$ cat config.mk
export PLATFORM = sky130hd
export DESIGN_NAME = atm_keypad_frontend
export DESIGN_NICKNAME = d
export VERILOG_FILES = /design/src/rtl/atm_keypad_pkg.sv /design/src/rtl/atm_keypad_frontend_timer.sv /design/src/rtl/atm_keypad_frontend.sv
export SDC_FILE = /design/constraint.sdc
export NUM_CORES = 1
export LEC_CHECK = 0
export ABC_AREA = 1
export CAP_MARGIN = 5
export CORE_ASPECT_RATIO = 1.5
export CORE_MARGIN = 2
export CORE_UTILIZATION = 25
export DETAILED_ROUTE_END_ITERATION = 16
export DONT_BUFFER_PORTS = 1
export PLACE_DENSITY_LB_ADDON = 0.1
export SKIP_CTS_REPAIR_TIMING = 1
export SLEW_MARGIN = 10
export SYNTH_ARGS = -nofsm -noshare
export SYNTH_HDL_FRONTEND = slang
export SYNTH_SLANG_ARGS = --single-unit
$ cat constraint.sdc
create_clock -name clk -period 1.9 [get_ports clk]
set_clock_uncertainty 0.05 [all_clocks]
set_input_delay 0.38 -clock clk [delete_from_list [all_inputs] [get_ports clk]]
set_output_delay 0.38 -clock clk [all_outputs]
set_load 0.02 [all_outputs]
$ cat src/rtl/atm_keypad_pkg.sv
// Shared encodings for the ATM keypad front end: FSM states, control key codes
// and PIN geometry.
package atm_keypad_pkg;

  typedef enum logic [2:0] {
    ST_IDLE      = 3'd0,
    ST_ACC_ENTRY = 3'd1,
    ST_PIN_ENTRY = 3'd2,
    ST_VERIFY    = 3'd3,
    ST_SESSION   = 3'd4,
    ST_LOCKED    = 3'd5
  } state_t;

  localparam logic [3:0] KEY_CLEAR  = 4'hA;
  localparam logic [3:0] KEY_ENTER  = 4'hB;
  localparam logic [3:0] KEY_CANCEL = 4'hC;

  localparam int PIN_DIGITS = 4;

  function automatic logic is_digit(input logic [3:0] k);
    return (k <= 4'd9);
  endfunction

endpackage

$ cat src/rtl/atm_keypad_frontend_timer.sv
// Loadable down-counter: load presets MAX_COUNT-1, enable counts toward zero,
// expire flags the enabled terminal-count cycle.
module atm_cycle_timer #(
  parameter int unsigned MAX_COUNT = 16
) (
  input  logic clk,
  input  logic rst,
  input  logic load_i,
  input  logic en_i,
  output logic expire_o
);

  localparam int unsigned W = (MAX_COUNT > 1) ? $clog2(MAX_COUNT) : 1;
  localparam logic [W-1:0] LOAD_VAL = W'(MAX_COUNT - 1);

  logic [W-1:0] cnt_q, cnt_d;

  always_comb begin
    cnt_d = cnt_q;
    if (load_i)
      cnt_d = LOAD_VAL;
    else if (en_i && (cnt_q != '0))
      cnt_d = cnt_q - W'(1);
  end

  always_ff @(posedge clk) begin
    if (rst)
      cnt_q <= '0;
    else
      cnt_q <= cnt_d;
  end

  assign expire_o = en_i && (cnt_q == '0);

endmodule

$ cat src/rtl/atm_keypad_frontend.sv
// Keypad credential collector and attempt/lock sequencer for the ATM core.
// Optional inactivity abort is built when ATM_KEYPAD_TIMEOUT_EN is defined.
module atm_keypad_frontend
  import atm_keypad_pkg::*;
#(
  parameter int unsigned MAX_ATTEMPTS   = 3,
  parameter int unsigned TIMEOUT_CYCLES = 1000,
  parameter int unsigned LOCK_CYCLES    = 5000
) (
  input  logic        clk,
  input  logic        rst,
  input  logic        card_in,
  input  logic        key_valid,
  input  logic [3:0]  key_code,
  input  logic        auth_valid,
  input  logic        auth_ok,
  output logic [3:0]  acc_num,
  output logic [15:0] pin,
  output logic        cred_valid,
  output logic [2:0]  state,
  output logic [1:0]  attempts_left,
  output logic        locked,
  output logic        timeout
);

  localparam logic [1:0] ATT_MAX = 2'(MAX_ATTEMPTS);

  if (MAX_ATTEMPTS < 1 || MAX_ATTEMPTS > 3) begin : g_bad_attempts
    $error("MAX_ATTEMPTS must be 1..3");
  end
  if (TIMEOUT_CYCLES < 2 || LOCK_CYCLES < 2) begin : g_bad_cycles
    $error("TIMEOUT_CYCLES and LOCK_CYCLES must be at least 2");
  end

  state_t      state_q, state_d;
  logic [3:0]  acc_q, acc_d;
  logic [15:0] pin_q, pin_d;
  logic [2:0]  cnt_q, cnt_d;
  logic [1:0]  att_q, att_d;
  logic        cred_q, cred_d, locked_q, locked_d, tmo_q, tmo_d;
  logic        lock_exp, tmo_exp;

  // A key arriving with the card-removal edge is dropped.
  logic key_ok, key_dig, key_ent, key_clr, key_can;
  assign key_ok  = key_valid && card_in;
  assign key_dig = key_ok && is_digit(key_code);
  assign key_ent = key_ok && (key_code == KEY_ENTER);
  assign key_clr = key_ok && (key_code == KEY_CLEAR);
  assign key_can = key_ok && (key_code == KEY_CANCEL);

  atm_cycle_timer #(.MAX_COUNT(LOCK_CYCLES)) u_lock_timer (
    .clk      (clk),
    .rst      (rst),
    .load_i   (state_q != ST_LOCKED),
    .en_i     (state_q == ST_LOCKED),
    .expire_o (lock_exp)
  );

`ifdef ATM_KEYPAD_TIMEOUT_EN
  logic tmo_active;
  assign tmo_active = (state_q == ST_ACC_ENTRY) || (state_q == ST_PIN_ENTRY) ||
                      (state_q == ST_VERIFY)    || (state_q == ST_SESSION);

  atm_cycle_timer #(.MAX_COUNT(TIMEOUT_CYCLES)) u_tmo_timer (
    .clk      (clk),
    .rst      (rst),
    .load_i   (!tmo_active || key_valid || auth_valid || (state_d != state_q)),
    .en_i     (tmo_active),
    .expire_o (tmo_exp)
  );
`else
  assign tmo_exp = 1'b0;
`endif

  always_ff @(posedge clk) begin
    if (rst) begin
      state_q  <= ST_IDLE;
      acc_q    <= '0;
      pin_q    <= '0;
      cnt_q    <= '0;
      att_q    <= ATT_MAX;
      cred_q   <= 1'b0;
      locked_q <= 1'b0;
      tmo_q    <= 1'b0;
    end else begin
      state_q  <= state_d;
      acc_q    <= acc_d;
      pin_q    <= pin_d;
      cnt_q    <= cnt_d;
      att_q    <= att_d;
      cred_q   <= cred_d;
      locked_q <= locked_d;
      tmo_q    <= tmo_d;
    end
  end

  // Card removal beats timeout, which beats auth results and keys.
  always_comb begin
    state_d = state_q;
    if ((state_q != ST_LOCKED) && (state_q != ST_IDLE) && !card_in)
      state_d = ST_IDLE;
    else if (tmo_exp)
      state_d = ST_IDLE;
    else begin
      unique case (state_q)
        ST_IDLE:      if (card_in) state_d = ST_ACC_ENTRY;
        ST_ACC_ENTRY: if (key_can) state_d = ST_IDLE;
                      else if (key_ent && (cnt_q != '0)) state_d = ST_PIN_ENTRY;
        ST_PIN_ENTRY: if (key_can) state_d = ST_IDLE;
                      else if (key_ent && (cnt_q == 3'(PIN_DIGITS))) state_d = ST_VERIFY;
        ST_VERIFY:    if (auth_valid) begin
                        if (auth_ok)           state_d = ST_SESSION;
                        else if (att_q <= 2'd1) state_d = ST_LOCKED;
                        else                   state_d = ST_PIN_ENTRY;
                      end
        ST_SESSION:   if (key_can) state_d = ST_IDLE;
        ST_LOCKED:    if (lock_exp) state_d = ST_IDLE;
        default:      state_d = ST_IDLE;
      endcase
    end
  end

  always_comb begin
    acc_d = acc_q;
    pin_d = pin_q;
    cnt_d = cnt_q;
    att_d = att_q;
    unique case (state_q)
      ST_ACC_ENTRY: begin
        if (key_dig) begin
          acc_d = key_code;
          cnt_d = 3'd1;
        end else if (state_d == ST_PIN_ENTRY) begin
          cnt_d = '0;
        end
      end
      ST_PIN_ENTRY: begin
        if (key_dig && (cnt_q < 3'(PIN_DIGITS))) begin
          pin_d = {pin_q[11:0], key_code};
          cnt_d = cnt_q + 3'd1;
        end else if (key_clr) begin
          pin_d = '0;
          cnt_d = '0;
        end
      end
      ST_VERIFY: begin
        if (state_d == ST_SESSION) begin
          att_d = ATT_MAX;
        end else if (state_d == ST_LOCKED) begin
          att_d = '0;
        end else if (state_d == ST_PIN_ENTRY) begin
          att_d = att_q - 2'd1;
          pin_d = '0;
          cnt_d = '0;
        end
      end
      ST_LOCKED: if (state_d == ST_IDLE) att_d = ATT_MAX;
      default: ;
    endcase
    if (state_d == ST_IDLE) begin
      acc_d = '0;
      pin_d = '0;
      cnt_d = '0;
    end
    cred_d   = (state_q == ST_PIN_ENTRY) && (state_d == ST_VERIFY);
    locked_d = (state_d == ST_LOCKED);
    tmo_d    = tmo_exp && card_in;
  end

  assign acc_num       = acc_q;
  assign pin           = pin_q;
  assign cred_valid    = cred_q;
  assign state         = state_q;
  assign attempts_left = att_q;
  assign locked        = locked_q;
  assign timeout       = tmo_q;

endmodule
==> results.ini <==
[floorplanning]
initial_utilization_pct=25.6
dieWidth_um=83.4
fp.dieH_um=123
dieArea_mm2=0.0103
rows=43
coreArea_mm2=0.00925
ios=38

[global_routing]
grt_max_degree=33
grt-ovfl-total=0
grt_pass1_vias=2308
grt_pass1_wl_um=10900
antenna_found_initial=0
grt_usage_pct=13.4

[sta]
setup-violations-final=20
fmax_mhz=481
drv_slew=0
period_share_pct=110
worst_slack_ns=-0.181
hold_viol=0
rsz0062_at_grt=yes
fin_crit_ns=2.08

[logic_synthesis]
yosysWarnings=0
ys_seq_elements=43
syn-num-nets=389
netlist_instances=374
syn_area_mm2=0.00237
ys_types=32
yosysSeqAreaShare_pct=36.4
avgSynthCellArea_um2=6.33

[setup_path]
cp.required_ns=2.03
critPathKind=flip-flop to flip-flop
cp_data_arrival_time_ns=2.22
crit_path_start_kind=flip-flop
endpoint_kind=flip-flop
cp_max_fo=8

[final_layout]
multi_input_area_mm2=0.00152
layout-drive-gt1-share_pct=36.0
final_util_pct=37.7
finalInstanceArea_mm2=0.00349
nets=464
ff_latch_area_um2=877
syn2layout_area_growth_pct=47.5
num-fill-cells=1014
antenna_cells=0

[route]
wl_met1_um=2970
drc=0
wl_met2_um=3710
drt_iter0_markers=80
first_pass_iters=4
routed-via-count=2554
top_layer=met4
antenna_left=0
wirelength_um=7070
viasPerCell=4.54
wl_per_cell_um=12.6
dr_wl_met3_um=273

[placed_design]
place_congestion=0.769
dp_hpwl_um=5210
postPlaceCellArea_mm2=0.00299
port_buffers=0

[cts]
cts_tree=yes
htree_num_levels=2
numCtsBuffers=5
cts_root_buffer=clkbuf_16
clock_latency_ns=0.29
clk_pin_slew_ns=0.06
clk_path_buf_depth=2
numClockSinks=43

[flow_run]
cap_viol_max_count=0

[pwr]
vdd_drop_max_uv=763
cellPowerDensity_mw_per_mm2=573
power_leakage_nw=1.52

[outcome]
outcome=finished with violations
violations=setup timing

[worst_hold_path]
hp-class=input pin to flip-flop

## logic make-up after synthesis
kind of cell | after synthesis | share of synthesized area, %
AOI/OAI and AO/OA | 36 | 8.73
xor gates and xnor gates | 4 | 1.48
adders and majority gates | 5 | 2.64
buffers and inverters | 52 | 9.41
DFF | 43 | 36.4
other | 1 | 0.158
and+or+nand+nor | 233 | 41.2
## cell usage after synthesis, drive strengths merged
library cell  count  area [um2]
nand2           121         462
nor2             71         289
inv              44         165
dfxtp            43         861
nand3            29         150
a21oi            19        95.1
o21ai            11        66.3
nand4             7        43.8
buf               5        46.3
ha                5        62.6
xor2              4        35.0
clkbuf            2        7.51
nor3              2        10.0
a211o             1        8.76
a211oi            1        7.51
a221oi            1        8.76
a31oi             1        6.26
clkinv            1        3.75
conb              1        3.75
nor3b             1        7.51
nor4              1        6.26
o211ai            1        7.51
o22ai             1        6.26
or2               1        6.26
## area by class of cell
cell class                 count  share of cell area, %
inverter                      45                   4.98
tap                          112                   4.01
timing repair buffer          75                   18.4
multi-input combinational    279                   43.5
sequential                    43                   25.1
clock buffer                   7                   3.80
clock inverter                 1                  0.143
## worst paths after layout
| check | startpoint | end | slack (ns) | cells after the start |
|---|---|---|---|---|
| setup / recovery | u_lock_timer.cnt_q[4] | pin[9] | -0.18 | 15 |
| hold / removal | rst | state[2] | 0.09 | 1 |
| setup reg to reg | u_lock_timer.cnt_q[4] | pin[9] | -0.18 | 15 |
| hold reg to reg | u_lock_timer.cnt_q[3] | u_lock_timer.cnt_q[3] | 0.43 | 2 |
## per-stage QoR
| step | setup TNS [ns] | hold WS [ns] | power [W] | setup WS [ns] | instances |
|---|---|---|---|---|---|
| floorplan | 0 | 0.400 | 0.00107 | 0.0000202 | 374 |
| global placement | -2.77 | 0.397 | 0.00115 | -0.175 | 544 |
| detailed placement | -2.52 | 0.397 | 0.00115 | -0.148 | 544 |
| CTS | -2.75 | 0.0920 | 0.00200 | -0.172 | 552 |
| global route | -6.09 | 0.0844 | 0.00208 | -0.344 | 562 |
| finish | -2.70 | 0.0949 | 0.00200 | -0.181 | 562 |
## flip-flops by register name, indices dropped and copies added, names as in the netlist
register and count:
locked 1, attempts_left 2, acc_num 4, pin 16, cnt_q 3, u_lock_timer.cnt_q 13, state 3, cred_valid 1
## metal layers
layer / vias up / GRT usage, %
met5: - / 0
met4: 0 / 4.94
met3: 6 / 3.00
met2: 41 / 24.3
met1: 1178 / 15.3
li1: 1329 / -
## cells in the final DEF, fill, tap and decap left out, types with 8 or more instances in the layout
| cell | count |
|---|---|
| dfxtp_1 | 36 |
| a21oi_1 | 17 |
| nor2_4 | 8 |
| o21ai_0 | 10 |
| buf_4 | 66 |
| nand3_1 | 22 |
| nor2_1 | 56 |
| inv_1 | 33 |
| inv_2 | 9 |
| nand2_2 | 28 |
| nand2_1 | 89 |
## critical path, cell delays in order (launching register included)
cell and delay [ns]:
dfxtp_1 0.34, nor2_1 0.16, nand2_2 0.11, nor2_4 0.11, nand2_2 0.10, nand2_4 0.10
nand2_2 0.06, nor2_2 0.11, nand3_2 0.10, nand2_2 0.09, nand2_2 0.06, nor2_4 0.24
clkbuf_16 0.21, nand2_1 0.05, nand2_1 0.05, nor2_1 0.03
## report_power, final
group	internal [W]	switching [W]	leakage [nW]
clock	0.000487	0.000360	0.0679
sequential	0.000909	0.0000104	0.351
combinational	0.000101	0.000132	1.10
No activity file was read; power rests on OpenSTA's default activity.
==> RTL edit (same settings) <==
Register the output `attempts_left` once more, cleared by the reset; this adds one clock of latency there. The other outputs are not delayed to match.
--- a/src/rtl/atm_keypad_frontend.sv
+++ b/src/rtl/atm_keypad_frontend.sv
@@ -172,5 +172,11 @@
   assign cred_valid    = cred_q;
   assign state         = state_q;
-  assign attempts_left = att_q;
+  always_ff @(posedge clk) begin
+    if (rst) begin
+      attempts_left <= '0;
+    end else begin
+      attempts_left <= att_q;
+    end
+  end
   assign locked        = locked_q;
   assign timeout       = tmo_q;
Formal check against the unedited RTL: not equivalent (Yosys sat finds a counterexample within 4 cycles, from zero or initial values and one cycle with rst high).
==> RTL edit against the unedited design <==
The flow still finishes with violations (setup timing); final area fell by 0.39%; non-clock buffer count fell by 7; power is 6.3% higher; setup slack gained 0.12 ns; sequential power rose by 5.3%; synthesized area decreased by 0.74%; wire length down 6.5%; global-route usage is 0.65 points lower; synthesized cell count decreased by 4.3%; sequential cell count increased by 2; largest power group unchanged.
==> RTL edit: results (changes against the unedited design) <==
* Run status: complete, but fails checks
* Failing checks: setup timing
* Placed inst area: 2816 sq um (-5.9%)
- The number of fillers in the final layout was 983 (-3.1%).
* Family with the most delay on the worst path: buffers and inverters
- Total track usage: 0.1270 (-0.006522)
* CP max FO: 6 (-2)
- The via count of the first global-routing pass came to 2188 (-5.2%).
- Power drawn by the clock network: 0.000920 W (+8.6%)
- Clk cell area share: 0.04354 (+0.004114)
* Final count of negative-setup-slack endpoints: 16 (-20%)
* Static leakage: 1.488 nW (-2.2%)
- Final layout net count: 441 (-5.0%)
* Syn Nets: 373 (-4.1%)
- The total area of multi-input combinational cells came to 1499 sq um (-1.4%).
* Via total after detailed routing: 2348 (-8.1%)
- The worst-case vdd ir drop was 0.3621 mV (-53%).
- The switching power as a share of total power was 0.2672 (+0.01589).
- Reg-to-reg endpoint: pin[4]$_SDFFE_PP0P_
* Synth top area cells: sky130_fd_sc_hd__dfxtp_1, sky130_fd_sc_hd__nand2_1, sky130_fd_sc_hd__nor2_1
* Depth of the worst register-to-register path: 16 (+1)
- The clock transition at the registers of the reported paths was 0.08 ns (+0.02 ns).
- Cell with the largest stage delay on the worst path: sky130_fd_sc_hd__dfxtp_2
- The count of buffers not belonging to the clock network in the layout was 68 (-9.3%).
- The half-perimeter wire length of the detailed placement result is 4828 um (-7.2%).
- Share of layout cells above drive strength 1: 0.3677 (+0.007681)
- Number of unique standard cell types used by synthesis: 32 (unchanged)
* Number of DRC markers in iteration 0: 61 (-24%)
* Total Routed Length: 6609 um (-6.5%)
* Sink of the worst hold path: state[0]$_SDFF_PP0_
- Part of the total power dissipated in combinational logic: 0.112 (-0.005)
* Final worst-path setup slack: -0.05964 ns (+0.1214 ns)
* Share of the yosys chip area belonging to registers: 0.3836 (+0.01976)
- #MultiIn Comb: 265 (-5.0%)
- The worst slack at placement came to -0.1310 ns (+0.01678 ns).
- The setup total negative slack was -0.6548 ns (+2.049 ns).
- The sequential fraction of total cell area was 0.2630 (+0.01179).
- The inverter count came to 41 (-8.9%).
-- RTL edit: cell count changes in the layout (fill, tap and decap cells not counted), sizes merged, moves of 3 or more --
cell / change
nand4: -5
o21ai: -5
buf: -7
nor2: +4
nand3: -9
nand2: -3
-- RTL edit: through the flow --
stage	std cells	util	hold slack [ns]
floorplan	358	-	0.3806
global placement	513	0.3061	0.3984
detailed placement	513	0.3061	0.4000
CTS	521	0.3226	0.08649
global route	539	0.3779	0.07949
finish	539	0.3779	0.09605
-- RTL edit: logic make-up after synthesis --
logic type | share of synthesized area
flip-flops | 0.3836
buffers and inverters | 0.09163
adder cells (fa/ha/maj) | 0.02664
AO/OA/AOI/OAI | 0.08418
XOR/XNOR | 0.01492
AND/OR/NAND/NOR | 0.3974
other | 0.001597
-- RTL edit: routing by layer --
metal	wire, um	track usage
met5	0	0
met4	112	0.05328
met3	318	0.03833
met2	3599	0.2460
met1	2578	0.1241
